<file path="src/rtl/l2_config_and_types.sv">
// Shared types and helpers for the L2-side coherence blocks.
//   burst_e          : AXI AWBURST encoding (type 3 is reserved)
//   line_addr()      : aligns a byte address down to its cache-line base
//   INV_RANGE_*_DEF  : default bounds of the CPU's cacheable region
package l2_config_and_types;

    typedef enum logic [1:0] {
        BURST_FIXED = 2'd0,
        BURST_INCR  = 2'd1,
        BURST_WRAP  = 2'd2,
        BURST_RSVD  = 2'd3
    } burst_e;

    localparam logic [31:0] INV_RANGE_L_DEF = 32'h8000_0000;
    localparam logic [31:0] INV_RANGE_H_DEF = 32'h8FFF_FFFF;

    // lb must be a power of two.
    function automatic logic [31:0] line_addr(input logic [31:0] a, input logic [31:0] lb);
        return a & ~(lb - 32'd1);
    endfunction

endpackage

</file>
<file path="src/rtl/inv_fifo.sv">
// Registered-storage FIFO for pending line invalidations.
//   clk, rst_n        : clock, asynchronous active-low reset (empties the FIFO)
//   push_i / din_i    : write request and data (ignored while full, even on a pop)
//   pop_i             : remove head (ignored while empty)
//   dout_o            : head entry, 0 while empty
//   full_o / empty_o  : occupancy flags
module inv_fifo #(
    parameter int DEPTH = 8,
    parameter int W     = 32
) (
    input  logic         clk,
    input  logic         rst_n,
    input  logic         push_i,
    input  logic [W-1:0] din_i,
    input  logic         pop_i,
    output logic [W-1:0] dout_o,
    output logic         full_o,
    output logic         empty_o
);

    localparam int PTR_W = $clog2(DEPTH);
    localparam int CNT_W = PTR_W + 1;

    logic [W-1:0]     mem_q [DEPTH];
    logic [PTR_W-1:0] rd_ptr_q, wr_ptr_q;
    logic [CNT_W-1:0] count_q, count_d;
    logic             push_ok, pop_ok;

    assign full_o  = (count_q == CNT_W'(DEPTH));
    assign empty_o = (count_q == '0);
    assign push_ok = push_i && !full_o;
    assign pop_ok  = pop_i && !empty_o;
    assign dout_o  = empty_o ? '0 : mem_q[rd_ptr_q];

    always_comb begin
        count_d = count_q;
        case ({push_ok, pop_ok})
            2'b10:   count_d = count_q + CNT_W'(1);
            2'b01:   count_d = count_q - CNT_W'(1);
            default: count_d = count_q;
        endcase
    end

    always_ff @(posedge clk or negedge rst_n) begin
        if (!rst_n) begin
            rd_ptr_q <= '0;
            wr_ptr_q <= '0;
            count_q  <= '0;
        end else begin
            if (push_ok) wr_ptr_q <= wr_ptr_q + PTR_W'(1);
            if (pop_ok)  rd_ptr_q <= rd_ptr_q + PTR_W'(1);
            count_q <= count_d;
        end
    end

    // Storage carries no reset; the empty flag masks stale contents.
    always_ff @(posedge clk) begin
        if (push_ok) mem_q[wr_ptr_q] <= din_i;
    end

endmodule

</file>
<file path="src/rtl/inv_snoop_queue.sv">
// Snoops a second AXI master's write-address channel and turns each accepted
// burst into one data-cache invalidation per touched line, queued for the core.
//   clk, rst                  : clock, asynchronous active-low reset
//   s_aw*                     : AW channel from the snooped master (valid/ready gated)
//   m_awvalid / m_awready     : AW valid/ready toward the interconnect
//   inv_valid/inv_addr/inv_ack: invalidation handshake to the core
//   busy                      : expansion in progress or invalidations pending
module inv_snoop_queue
    import l2_config_and_types::*;
#(
    parameter int          DEPTH   = 8,
    parameter int          LINE_W  = 4,
    parameter logic [31:0] RANGE_L = INV_RANGE_L_DEF,
    parameter logic [31:0] RANGE_H = INV_RANGE_H_DEF
) (
    input  logic        clk,
    input  logic        rst,
    input  logic        s_awvalid,
    output logic        s_awready,
    input  logic [31:0] s_awaddr,
    input  logic [7:0]  s_awlen,
    input  logic [2:0]  s_awsize,
    input  logic [1:0]  s_awburst,
    output logic        m_awvalid,
    input  logic        m_awready,
    output logic        inv_valid,
    output logic [31:0] inv_addr,
    input  logic        inv_ack,
    output logic        busy
);

    localparam logic [31:0] LB = 32'(4 * LINE_W);

    typedef enum logic {IDLE, EXPAND} state_e;

    state_e      state_q;
    logic [31:0] cur_q, cur_d;
    logic [31:0] last_q, last_d;

    logic [31:0] region, incr_end, wrap_base, wrap_end;
    logic [32:0] end33;
    logic [31:0] first_line, last_line;
    logic        hs, fifo_full, fifo_empty, in_range, push;

    assign hs = (state_q == IDLE) && s_awvalid && m_awready;

    // Burst footprint. The INCR end is formed in 33 bits and clamped so the
    // line walk can never wrap past the top of the address space.
    always_comb begin
        region     = (32'(s_awlen) + 32'd1) << s_awsize;
        end33      = {1'b0, s_awaddr} + {1'b0, region} - 33'd1;
        incr_end   = end33[32] ? 32'hFFFF_FFFF : end33[31:0];
        wrap_base  = s_awaddr & ~(region - 32'd1);
        wrap_end   = wrap_base + region - 32'd1;
        first_line = line_addr(s_awaddr, LB);
        last_line  = line_addr(incr_end, LB);
        case (burst_e'(s_awburst))
            BURST_FIXED: begin
                first_line = line_addr(s_awaddr, LB);
                last_line  = line_addr(s_awaddr, LB);
            end
            BURST_WRAP: begin
                first_line = line_addr(wrap_base, LB);
                last_line  = line_addr(wrap_end, LB);
            end
            default: begin
                first_line = line_addr(s_awaddr, LB);
                last_line  = line_addr(incr_end, LB);
            end
        endcase
    end

    assign in_range = (cur_q >= RANGE_L) && (cur_q <= RANGE_H);
    assign push     = (state_q == EXPAND) && !fifo_full && in_range;

    always_comb begin
        cur_d  = cur_q;
        last_d = last_q;
        if (hs) begin
            cur_d  = first_line;
            last_d = last_line;
        end else if (state_q == EXPAND && !fifo_full) begin
            cur_d = cur_q + LB;
        end
    end

    always_ff @(posedge clk or negedge rst) begin
        if (!rst) begin
            state_q <= IDLE;
        end else begin
            case (state_q)
                IDLE:    if (hs) state_q <= EXPAND;
                EXPAND:  if (!fifo_full && cur_q == last_q) state_q <= IDLE;
                default: state_q <= IDLE;
            endcase
        end
    end

    // Walk pointers are pure data; the state register decides when they matter.
    always_ff @(posedge clk) begin
        cur_q  <= cur_d;
        last_q <= last_d;
    end

    assign m_awvalid = (state_q == IDLE) && s_awvalid;
    assign s_awready = (state_q == IDLE) && m_awready;

    inv_fifo #(
        .DEPTH (DEPTH),
        .W     (32)
    ) u_fifo (
        .clk     (clk),
        .rst_n   (rst),
        .push_i  (push),
        .din_i   (cur_q),
        .pop_i   (inv_ack),
        .dout_o  (inv_addr),
        .full_o  (fifo_full),
        .empty_o (fifo_empty)
    );

    assign inv_valid = !fifo_empty;
    assign busy      = (state_q == EXPAND) || !fifo_empty;

endmodule

</file>
<file path="config.mk">
export PLATFORM = sky130hd
export DESIGN_NAME = inv_snoop_queue
export DESIGN_NICKNAME = d
export VERILOG_FILES = /design/src/rtl/l2_config_and_types.sv /design/src/rtl/inv_fifo.sv /design/src/rtl/inv_snoop_queue.sv
export SDC_FILE = /design/constraint.sdc
export NUM_CORES = 1
export LEC_CHECK = 0
export CAP_MARGIN = 25
export CORE_ASPECT_RATIO = 0.75
export CORE_UTILIZATION = 40
export DETAILED_ROUTE_END_ITERATION = 8
export GPL_TIMING_DRIVEN = 0
export PLACE_DENSITY = 0.64
export SYNTH_ARGS = -nofsm -noshare
export SYNTH_HDL_FRONTEND = slang
export SYNTH_SLANG_ARGS = --single-unit
export TNS_END_PERCENT = 20
</file>
<file path="constraint.sdc">
create_clock -name clk -period 7.8 [get_ports clk]
set_input_delay 1.17 -clock clk [delete_from_list [all_inputs] [get_ports clk]]
set_output_delay 1.17 -clock clk [all_outputs]
set_load 0.02 [all_outputs]
</file>
==> results of run 1 <==
==> repair_timing <==
action                                 CTS  global route
endpoints found under the hold margin    0             0
resized for setup                        0             4
setup endpoints to repair                0             6
hold buffers                             0             0
==> logic make-up after synthesis <==
group / after synthesis / share of synthesized area
AO/OA/AOI/OAI: 298 / 0.116
XOR/XNOR: 127 / 0.0667
adder cells (fa/ha/maj): 79 / 0.0589
buffers and inverters: 156 / 0.0366
flip-flops: 291 / 0.514
multiplexers: 96 / 0.0993
other: 1 / 0.000222
AND/OR/NAND/NOR: 389 / 0.109
==> stage by stage <==
stage | setup TNS (ps) | hold slack, ps
floorplan | 0 | 464
global placement | -946 | 478
detailed placement | -837 | 495
CTS | 0 | 509
global route | 0 | 534
finish | 0 | 507
==> synth_stat cells, types with 11 or more instances <==
master	count	share of area
a21o_1	21	0.0093
nor3_1	14	0.0041
ha_1	78	0.058
inv_1	97	0.022
nand2_1	123	0.027
a22o_1	16	0.0083
nand2b_1	11	0.0041
dfrtp_1	11	0.016
nor4_1	11	0.0041
xor2_1	81	0.042
a31oi_1	11	0.0041
nor2_1	122	0.027
a21oi_1	97	0.029
xnor2_1	45	0.023
mux2i_1	35	0.021
mux4_2	57	0.076
o21ai_0	58	0.017
edfxtp_1	280	0.50
nand4_1	15	0.0056
a211oi_1	18	0.0080
clkbuf_1	38	0.0084
and3_1	12	0.0044
nand3_1	27	0.0080
==> final timing paths <==
check | start | to | slack (ps) | cells past startpoint
setup reg to reg | cur_q[28]$_DFFE_PP_ | u_fifo.mem_q[3][9]$_DFFE_PP_ | 4230 | 8
min in group asynchronous | rst | u_fifo.count_q[0]$_DFFE_PN0P_ | 1040 | 1
setup / recovery | s_awlen[1] | last_q[31]$_DFFE_PP_ | 380 | 25
hold / removal | u_fifo.count_q[3]$_DFFE_PN0P_ | u_fifo.count_q[3]$_DFFE_PN0P_ | 510 | 1
max in group asynchronous | rst | state_q$_DFF_PN0_ | 6340 | 1
hold reg to reg | u_fifo.count_q[3]$_DFFE_PN0P_ | u_fifo.count_q[3]$_DFFE_PN0P_ | 510 | 1
==> worst register-to-register path, delay by kind of cell (launching register included) <==
family / cells / cell delay (ps)
AND/OR/NAND/NOR: 4 / 1820
flip-flops: 1 / 540
buffers and inverters: 4 / 920
==> power groups by stage <==
stage / logic, mW / clock network, mW / registers [mW]
finish: 2.36 / 1.34 / 2.48
global route: 2.56 / 1.42 / 2.52
CTS: 2.35 / 1.37 / 2.47
detailed placement: 2.34 / 0 / 2.50
global placement: 2.26 / 0 / 2.49
floorplan: 1.55 / 0 / 2.36
==> metal layers <==
layer | share of wire | up-vias | wire length (um)
li1 | - | 5646 | -
met1 | 0.49 | 5910 | 21300
met2 | 0.44 | 414 | 19100
met3 | 0.065 | 43 | 2830
met4 | 0.013 | 0 | 563
met5 | 0 | - | 0
==> flip-flops by register name, summed over array words and instances, names as in the netlist <==
name	flops
cur_q	28
last_q	28
state_q	1
u_fifo.count_q	4
u_fifo.mem_q	224
u_fifo.rd_ptr_q	3
u_fifo.wr_ptr_q	3
==> area by class of cell <==
cell class	count	area share
plain buffers	59	0.0130
clock buffers	37	0.0383
clock inverters	16	0.00837
inverters	97	0.0184
multi-input cells	993	0.389
flip-flops and latches	291	0.440
well taps	561	0.0356
repair buffers	109	0.0576
==> out/results.txt, run 1 <==
Unrepaired setup endpoints after global routing: false
Clock Path Buffers: 3
Register area: 8680 sq um
Clock root cell: clkbuf_16
Part of the power in registers: 0.401
Critical Path AT: 7740 ps
Util after Layout: 0.479
Final ANT Viol Nets: 0
Buffers added on ports: 80
GR Overflow Total: 0
Worst Hold Class: register to register
Warnings, synthesis: 0
Vias/cell: 5.55
Die footprint: 43,100 sq um
DP HPWL: 33,000 um
Worst-Skew Late Latency: 540 ps
Commonest non-fill, non-tap cells in the layout: edfxtp_1, nand2_1, nor2_1
Switching pwr: 2.18 mW
Worst Setup End Kind: register
Status: completed
FFs w/ async S/R, synth: 0.0378
Crit Path Max Fanout: 10
Total GRT Usage: 0.202
DIE WIDTH: 239 um
H-tree depth: 1
Worst VDD drop: 0.198 mV
Worst-margin pin slew: 1080 ps
Drc violations: 0
Die height: 180 um
CP Data Required Time: 8110 ps
Fmax: 0.135 GHz
Drt first-iter violations: 916
Detailed-route wire length per cell: 20.2 um
GR met3 Demand/Resource: 0.0265
Boundary Pins: 86
Crit Path Category: input port to register
Final Max Tran Viols: 0
Cell mode on critical path: ha_1
Clk_skew: 8.08 ps
MaxCap Viol Count: 0
Final wirelength: 43,800 um
CORE AREA: 41,200 sq um
Share of cells above drive strength 1: 0.113
Internal Power: 4.01 mW
DR vias: 12,000
Setup Viol. Count Final: 0
Buffers & Inverters on Critical Path: 4
Cell Area, Placed: 18,800 sq um
Post-synth EDFFs: 280
Final hold violations: 0
Lkg Pwr: 7.39 nW
Initial Util: 0.410
Register area share after synthesis: 0.514
Combinational power share: 0.382
Initial antenna violation count: 0
Largest net degree at the start of global routing: 38
Fin nets: 1,709
GR peak layer: met1
Reg clk slew, reported paths: 60 ps
Fillers: 3,755
Final worst slack: 378 ps
Clock share of power: 0.217
Area of the multi-input gates: 7680 sq um
Main synth FF type: edfxtp_1
Area growth syn-to-layout: 16.8%
Num CTS Buffers: 29
Post-Syn Area: 16,900 sq um
Switching share of power: 0.352
Dpl cells: 2,106
Tot Pwr: 6.18 mW
Design area: 19,700 sq um
Max transition margin: 0.271
Layout Cells excl Fill: 2,163
# rows: 64
Vias in the first global route: 11,400
Count of cell types in the netlist: 77
GP Congestion: 0.909
Crit-path slowest cell: clkdlybuf4s50_1
Slowest cell delay on critical path: 560 ps
Yosys reg bits: 291
CP Launch Type: input port
Mapped Avg Cell Area: 11.8 sq um
GR Layer Usage met2: 0.307
Global-route wire length before repair: 67,100 um
Top delay family on crit path: compound AO/OA/AOI/OAI gates
Final period util: 0.952
Global routing usage on met1: 0.313
Most common cell after layout, fill and taps aside: edfxtp_1
CTS tree: yes
Tmin final: 7420 ps
Number of antenna diodes: 0
TritonCTS sink count: 291
Pre-CTS setup slack: -416 ps
Postcts setup bufs: 0
Syn Inst Count: 1,437
Pwr/cell area: 313 nW/um^2
Router iterations before antenna repair: 6
Power figures use the tool's default switching activity.
==> run 2, diff against run 1 <==
Settings changed: ABC_CLOCK_PERIOD_IN_PS from default to 7800, REMOVE_ABC_BUFFERS from default to 1, SKIP_LAST_GASP from default to 1.
==> run 2 against run 1 <==
  * Via count shrank 5.2%
  * Sequential share of layout area grew 0.34 points
  * Clock-buffer cell count shrank 2
  * Critical path type unchanged
  * Critical endpoint unchanged
  * Highest routed layer unchanged
==> out/results.txt, run 2 (synthesis results as in run 1) <==
Status: completed
Top delay family on crit path: compound AO/OA/AOI/OAI gates
Cell mode on critical path: ha_1
Final wirelength: 39,100 um (-11%)
Worst-margin pin slew: 989 ps (-95.4 ps)
Fmax: 0.137 GHz (+1.4%)
DR vias: 11,400 (-5.2%)
Post-CTS Hold Buffers: 0 (unchanged)
CTS tree: yes
Fillers: 3,695 (-1.6%)
Initial antenna violation count: 0 (unchanged)
Drt first-iter violations: 776 (-15%)
MaxCap Viol Count: 0 (unchanged)
Clk_skew: 17.3 ps (+9.17 ps)
Clock root cell: clkbuf_16
Total GRT Usage: 0.183 (-0.0193)
Die height: 180 um (unchanged)
Most common cell after layout, fill and taps aside: edfxtp_1
Die footprint: 43,100 sq um (unchanged)
Slowest cell delay on critical path: 620 ps (+60 ps)
GP Congestion: 0.816 (-10%)
H-tree depth: 1 (unchanged)
DIE WIDTH: 239 um (unchanged)
Drc violations: 0 (unchanged)
Final Max Tran Viols: 0 (unchanged)
Crit Path Max Fanout: 10 (unchanged)
CORE AREA: 41,200 sq um (unchanged)
Flop2flop setup slack: 4570 ps (+340 ps)
Design area: 19,600 sq um (-0.67%)
Share of cells above drive strength 1: 0.115 (+0.00235)
Crit Path Category: input port to register
Fin nets: 1,658 (-3.0%)
Worst Setup End Kind: register
Final period util: 0.939 (-0.0130)
Vias/cell: 5.39 (-3.0%)
HP Start: u_fifo.count_q[3]$_DFFE_PN0P_
Detailed-route wire length per cell: 18.5 um (-8.6%)
CP Cell Sequence: clkdlybuf4s50_1 -> ha_1 -> and3_4 -> xor2_1 -> mux4_2 -> a211oi_4 -> nand2b_2 -> or4b_1 -> o311a_1 -> a21oi_2 -> nand2_1 -> ha_1 -> inv_1 -> ha_1 -> nand3_1 -> o221ai_1 -> a221o_1 -> a21oi_1 -> nand4_1 -> a311oi_1 -> o21bai_1 -> xor3_1 -> a221oi_1
Unrepaired setup endpoints after global routing: false
Largest net degree at the start of global routing: 59 (+55%)
Worst VDD drop: 0.340 mV (+72%)
GR Overflow Total: 0 (unchanged)
Reg clk slew, reported paths: 60 ps (about the same)
Num CTS Buffers: 29 (unchanged)
Critical Path AT: 7640 ps (-100 ps)
Worst Hold Endpoint: u_fifo.count_q[3]$_DFFE_PN0P_
Final hold violations: 0 (unchanged)
Hold_ws: 512 ps (+4.94 ps)
Largest register FFs: 224 (unchanged)
Router iterations before antenna repair: 6 (unchanged)
CP Launch Type: input port
Worst Hold Depth: 1 (unchanged)
Setup Viol. Count Final: 0 (unchanged)
Worst R2R Start: cur_q[28]$_DFFE_PP_
Tmin final: 7320 ps (-102 ps)
Area growth syn-to-layout: 16.0%
Cell Area, Placed: 18,600 sq um (-0.60%)
Initial Util: 0.410 (unchanged)
Top reg by flops: u_fifo.mem_q
Boundary Pins: 86 (unchanged)
# rows: 64 (unchanged)
Worst-Skew Late Latency: 540 ps (about the same)
DP HPWL: 29,000 um (-12%)
Global-route wire length before repair: 62,000 um (-7.6%)
Critical R2R Capture: u_fifo.mem_q[3][14]$_DFFE_PP_
Crit-path slowest cell: clkdlybuf4s50_1
Worst Hold Class: register to register
Buffers added on ports: 81 (+1.3%)
TritonCTS sink count: 291 (unchanged)
Clock Path Buffers: 3 (unchanged)
Buffers & Inverters on Critical Path: 2 (-2)
Top flop regs: u_fifo.mem_q (224), cur_q (28), last_q (28)
CP Data Required Time: 8120 ps (about the same)
Worst Reg-to-Reg Cells: 7 (-1)
Commonest non-fill, non-tap cells in the layout: edfxtp_1, nand2_1, nor2_1
Max transition margin: 0.341 (+0.0696)
Area of the multi-input gates: 7680 sq um (unchanged)
Final ANT Viol Nets: 0 (unchanged)
Util after Layout: 0.475 (-0.00319)
Vias in the first global route: 11,100 (-2.5%)
Pwr/cell area: 309 nW/um^2 (-1.3%)
Register area: 8690 sq um (+0.10%)
Lkg Pwr: 7.36 nW (-0.41%)
==> run 2: worst max path at each step <==
stage / from / endpoint / slack (ps) / cells after the start
5_1_grt: s_awsize[1] / last_q[31]$_DFFE_PP_ / 30 / 23
3_5_place_dp: s_awlen[0] / last_q[31]$_DFFE_PP_ / -410 / 25
3_3_place_gp: s_awlen[0] / last_q[31]$_DFFE_PP_ / -280 / 25
6_report: s_awlen[1] / last_q[31]$_DFFE_PP_ / 480 / 23
2_1_floorplan: s_awlen[0] / last_q[31]$_DFFE_PP_ / 1440 / 24
4_1_cts: s_awlen[0] / last_q[31]$_DFFE_PP_ / 120 / 25
==> run 2: per-stage QoR <==
step / total power [mW] / setup WS (ps) / instances / setup TNS [ps]
final: 6.06 / 479 / 2114 / 0
after global routing: 6.42 / 25.3 / 2113 / 0
after CTS: 6.12 / 117 / 2111 / 0
after detailed placement: 4.79 / -412 / 2057 / -1370
after global placement: 4.72 / -284 / 2023 / -3320
after floorplan: 3.90 / 1440 / 1381 / 0
==> run 2: layout make-up <==
| cell class | count | share of cell area |
|---|---|---|
| Clock buffer | 35 | 0.0382 |
| Sequential cell | 291 | 0.443 |
| Inverter | 97 | 0.0186 |
| Multi-Input combinational cell | 993 | 0.391 |
| Clock inverter | 19 | 0.00874 |
| Timing Repair Buffer | 117 | 0.0639 |
| Tap cell | 561 | 0.0358 |
| Antenna cell | 1 | 0.000128 |
==> run 2: report_power, final <==
part	total (mW)	switching (mW)	internal [mW]
logic	2.13	1.06	1.08
registers	2.60	0.465	2.14
clock network	1.33	0.552	0.781
==> run 2: layer usage <==
layer | vias to the layer above | track usage | wire length, um
li1 | 5534 | - | -
met5 | - | 0 | 0
met3 | 42 | 0.0169 | 1680
met2 | 253 | 0.284 | 17100
met1 | 5564 | 0.279 | 19700
met4 | 0 | 0.0328 | 598
==> run 2: repair_timing <==
action,4_1_cts,5_1_grt
resized for setup,0,5
setup endpoints to repair,0,10
buffers inserted,0,0
==> run 3, diff against run 2 <==
Settings changed: PLACE_DENSITY 0.64 to 0.62.
==> run 3 against run 2 <==
  * Global-route usage up 0.21 points
  * Critical path depth stayed put
  * Worst setup slack better by 30 ps
  * Core utilization is 0.54 points higher
  * Final cell count increased by 0.24%
  * Sequential share of layout area shrank 0.51 points
  * Register-to-register slack lost 50 ps
  * Cell area grew 1.1%
  * Sequential cell count unchanged
  * Critical path type unchanged
  * Largest cell class unchanged
  * Largest power group unchanged
==> out/results.txt, run 3 (synthesis results as in run 1) <==
DP HPWL: 30,000 um (+3.5%)
Drt first-iter violations: 807 (+4.0%)
Reg clk slew, reported paths: 60 ps (about the same)
Post-CTS Hold Buffers: 0 (unchanged)
Router iterations before antenna repair: 5 (-1)
Boundary Pins: 86 (unchanged)
Crit Path Category: input port to register
Detailed-route wire length per cell: 18.9 um (+2.1%)
Worst R2R Start: cur_q[30]$_DFFE_PP_
Fillers: 3,625 (-1.9%)
Unrepaired setup endpoints after global routing: false
# rows: 64 (unchanged)
Initial Util: 0.410 (unchanged)
Dpl cells: 2,064 (+0.34%)
Final wirelength: 40,000 um (+2.3%)
DR vias: 11,400 (unchanged)
Global-route wire length before repair: 62,400 um (+0.54%)
Critical Path AT: 7590 ps (-50 ps)
Largest net degree at the start of global routing: 57 (-3.4%)
Area growth syn-to-layout: 17.3%
Total GRT Usage: 0.185 (+0.00213)
Worst-margin pin slew: 944 ps (-45.3 ps)
Final period util: 0.935 (-0.00387)
GR Overflow Total: 0 (unchanged)
Top flop regs: u_fifo.mem_q (224), cur_q (28), last_q (28)
Tmin final: 7290 ps (-30.2 ps)
CP Launch Type: input port
CORE AREA: 41,200 sq um (unchanged)
Worst Hold Class: register to register
Largest register FFs: 224 (unchanged)
Worst setup startpoint: s_awlen[1]
Initial antenna violation count: 0 (unchanged)
Number of antenna diodes: 0 (-1)
Clock root cell: clkbuf_16
CP Data Required Time: 8100 ps (-20 ps)
Critical R2R Capture: u_fifo.mem_q[5][10]$_DFFE_PP_
Flop2flop setup slack: 4520 ps (-50 ps)
CTS tree: yes
Most common cell after layout, fill and taps aside: edfxtp_1
GP Congestion: 0.834 (+2.1%)
Clk_skew: 19.7 ps (+2.45 ps)
Final Max Tran Viols: 0 (unchanged)
Fmax: 0.137 GHz (+0.41%)
Share of cells above drive strength 1: 0.124 (+0.00854)
Buffers added on ports: 81 (unchanged)
Drc violations: 0 (unchanged)
Final setup TNS: 0 ps (unchanged)
Pwr/cell area: 315 nW/um^2 (+1.7%)
Setup Viol. Count Final: 0 (unchanged)
Status: completed
CP Capture Point: last_q[31]$_DFFE_PP_
Worst VDD drop: 0.236 mV (-31%)
Commonest non-fill, non-tap cells in the layout: edfxtp_1, nand2_1, nor2_1
DIE WIDTH: 239 um (unchanged)
Num CTS Buffers: 29 (unchanged)
Worst Reg-to-Reg Cells: 9 (+2)
TritonCTS sink count: 291 (unchanged)
MaxCap Viol Count: 0 (unchanged)
Worst-Skew Late Latency: 540 ps (about the same)
Die footprint: 43,100 sq um (unchanged)
Die height: 180 um (unchanged)
Final ANT Viol Nets: 0 (unchanged)
Worst Setup End Kind: register
H-tree depth: 1 (unchanged)
Clock Path Buffers: 3 (unchanged)
Fin nets: 1,664 (+0.36%)
Final hold violations: 0 (unchanged)
Crit Path Max Fanout: 10 (unchanged)
Max transition margin: 0.367 (+0.0268)
Vias in the first global route: 11,000 (-0.74%)
Vias/cell: 5.38 (-0.24%)
Lkg Pwr: 7.46 nW (+1.3%)
Layout Cells excl Fill: 2,119 (+0.24%)
Top reg by flops: u_fifo.mem_q
## run 3: cell type report
type / count / area, sq um / share of cell area
inverters: 97 / 368 / 0.0185
multi-input cells: 993 / 7690 / 0.388
clock buffers: 32 / 737 / 0.0372
clock inverters: 22 / 292 / 0.0147
well taps: 561 / 702 / 0.0354
repair buffers: 123 / 1360 / 0.0684
flip-flops and latches: 291 / 8690 / 0.438
## run 3: how the worst min path moves through the flow
stage                     slack, ps                             to                     startpoint  cells past startpoint
after global routing            530  u_fifo.count_q[3]$_DFFE_PN0P_  u_fifo.count_q[3]$_DFFE_PN0P_                      1
final                           520  u_fifo.count_q[3]$_DFFE_PN0P_  u_fifo.count_q[3]$_DFFE_PN0P_                      1
after CTS                       520  u_fifo.count_q[3]$_DFFE_PN0P_  u_fifo.count_q[3]$_DFFE_PN0P_                      1
after detailed placement        510  u_fifo.count_q[3]$_DFFE_PN0P_  u_fifo.count_q[3]$_DFFE_PN0P_                      1
after floorplan                 460  u_fifo.count_q[3]$_DFFE_PN0P_  u_fifo.count_q[3]$_DFFE_PN0P_                      1
after global placement          480  u_fifo.count_q[3]$_DFFE_PN0P_  u_fifo.count_q[3]$_DFFE_PN0P_                      1
## run 3: critical path, cell delays in order
cell	delay [ps]
clkdlybuf4s50_1	600
ha_1	420
and3_4	260
xor2_1	90
mux4_2	550
a211oi_4	300
nand2b_2	140
or4b_1	620
o311a_1	350
a21oi_2	230
nand2_1	90
ha_1	280
inv_1	40
ha_1	330
nand3_1	150
o221ai_1	170
a221o_1	400
a21oi_1	190
nand4_1	210
a311oi_2	310
o21bai_1	110
xor3_1	200
a221oi_1	370
## run 3: metal layers
metal | share of wire | track usage
met3 | 0.052 | 0.0175
met2 | 0.45 | 0.295
met1 | 0.48 | 0.276
met4 | 0.015 | 0.0326
met5 | 0 | 0
## run 3: what timing repair did
item	in CTS	in global routing
gates resized for setup	0	7
buffers inserted	0	0
endpoints found under the setup margin	0	5
## run 3: where the power goes
group	internal [mW]	switching, mW
registers	2.13	0.435
clock network	0.912	0.567
logic	1.09	1.10
total	4.13	2.10
## run 3: stage by stage
stage | instance area [sq um] | power (mW) | utilization | hold WS, ps | worst slack (ps)
floorplan | 16700 | 3.90 | - | 464 | 1440
global placement | 18200 | 4.72 | 0.441 | 484 | -338
detailed placement | 18700 | 4.81 | 0.455 | 514 | -395
CTS | 19800 | 6.29 | 0.479 | 523 | 131
global route | 19800 | 6.56 | 0.481 | 534 | 62.0
finish | 19800 | 6.24 | 0.481 | 521 | 510
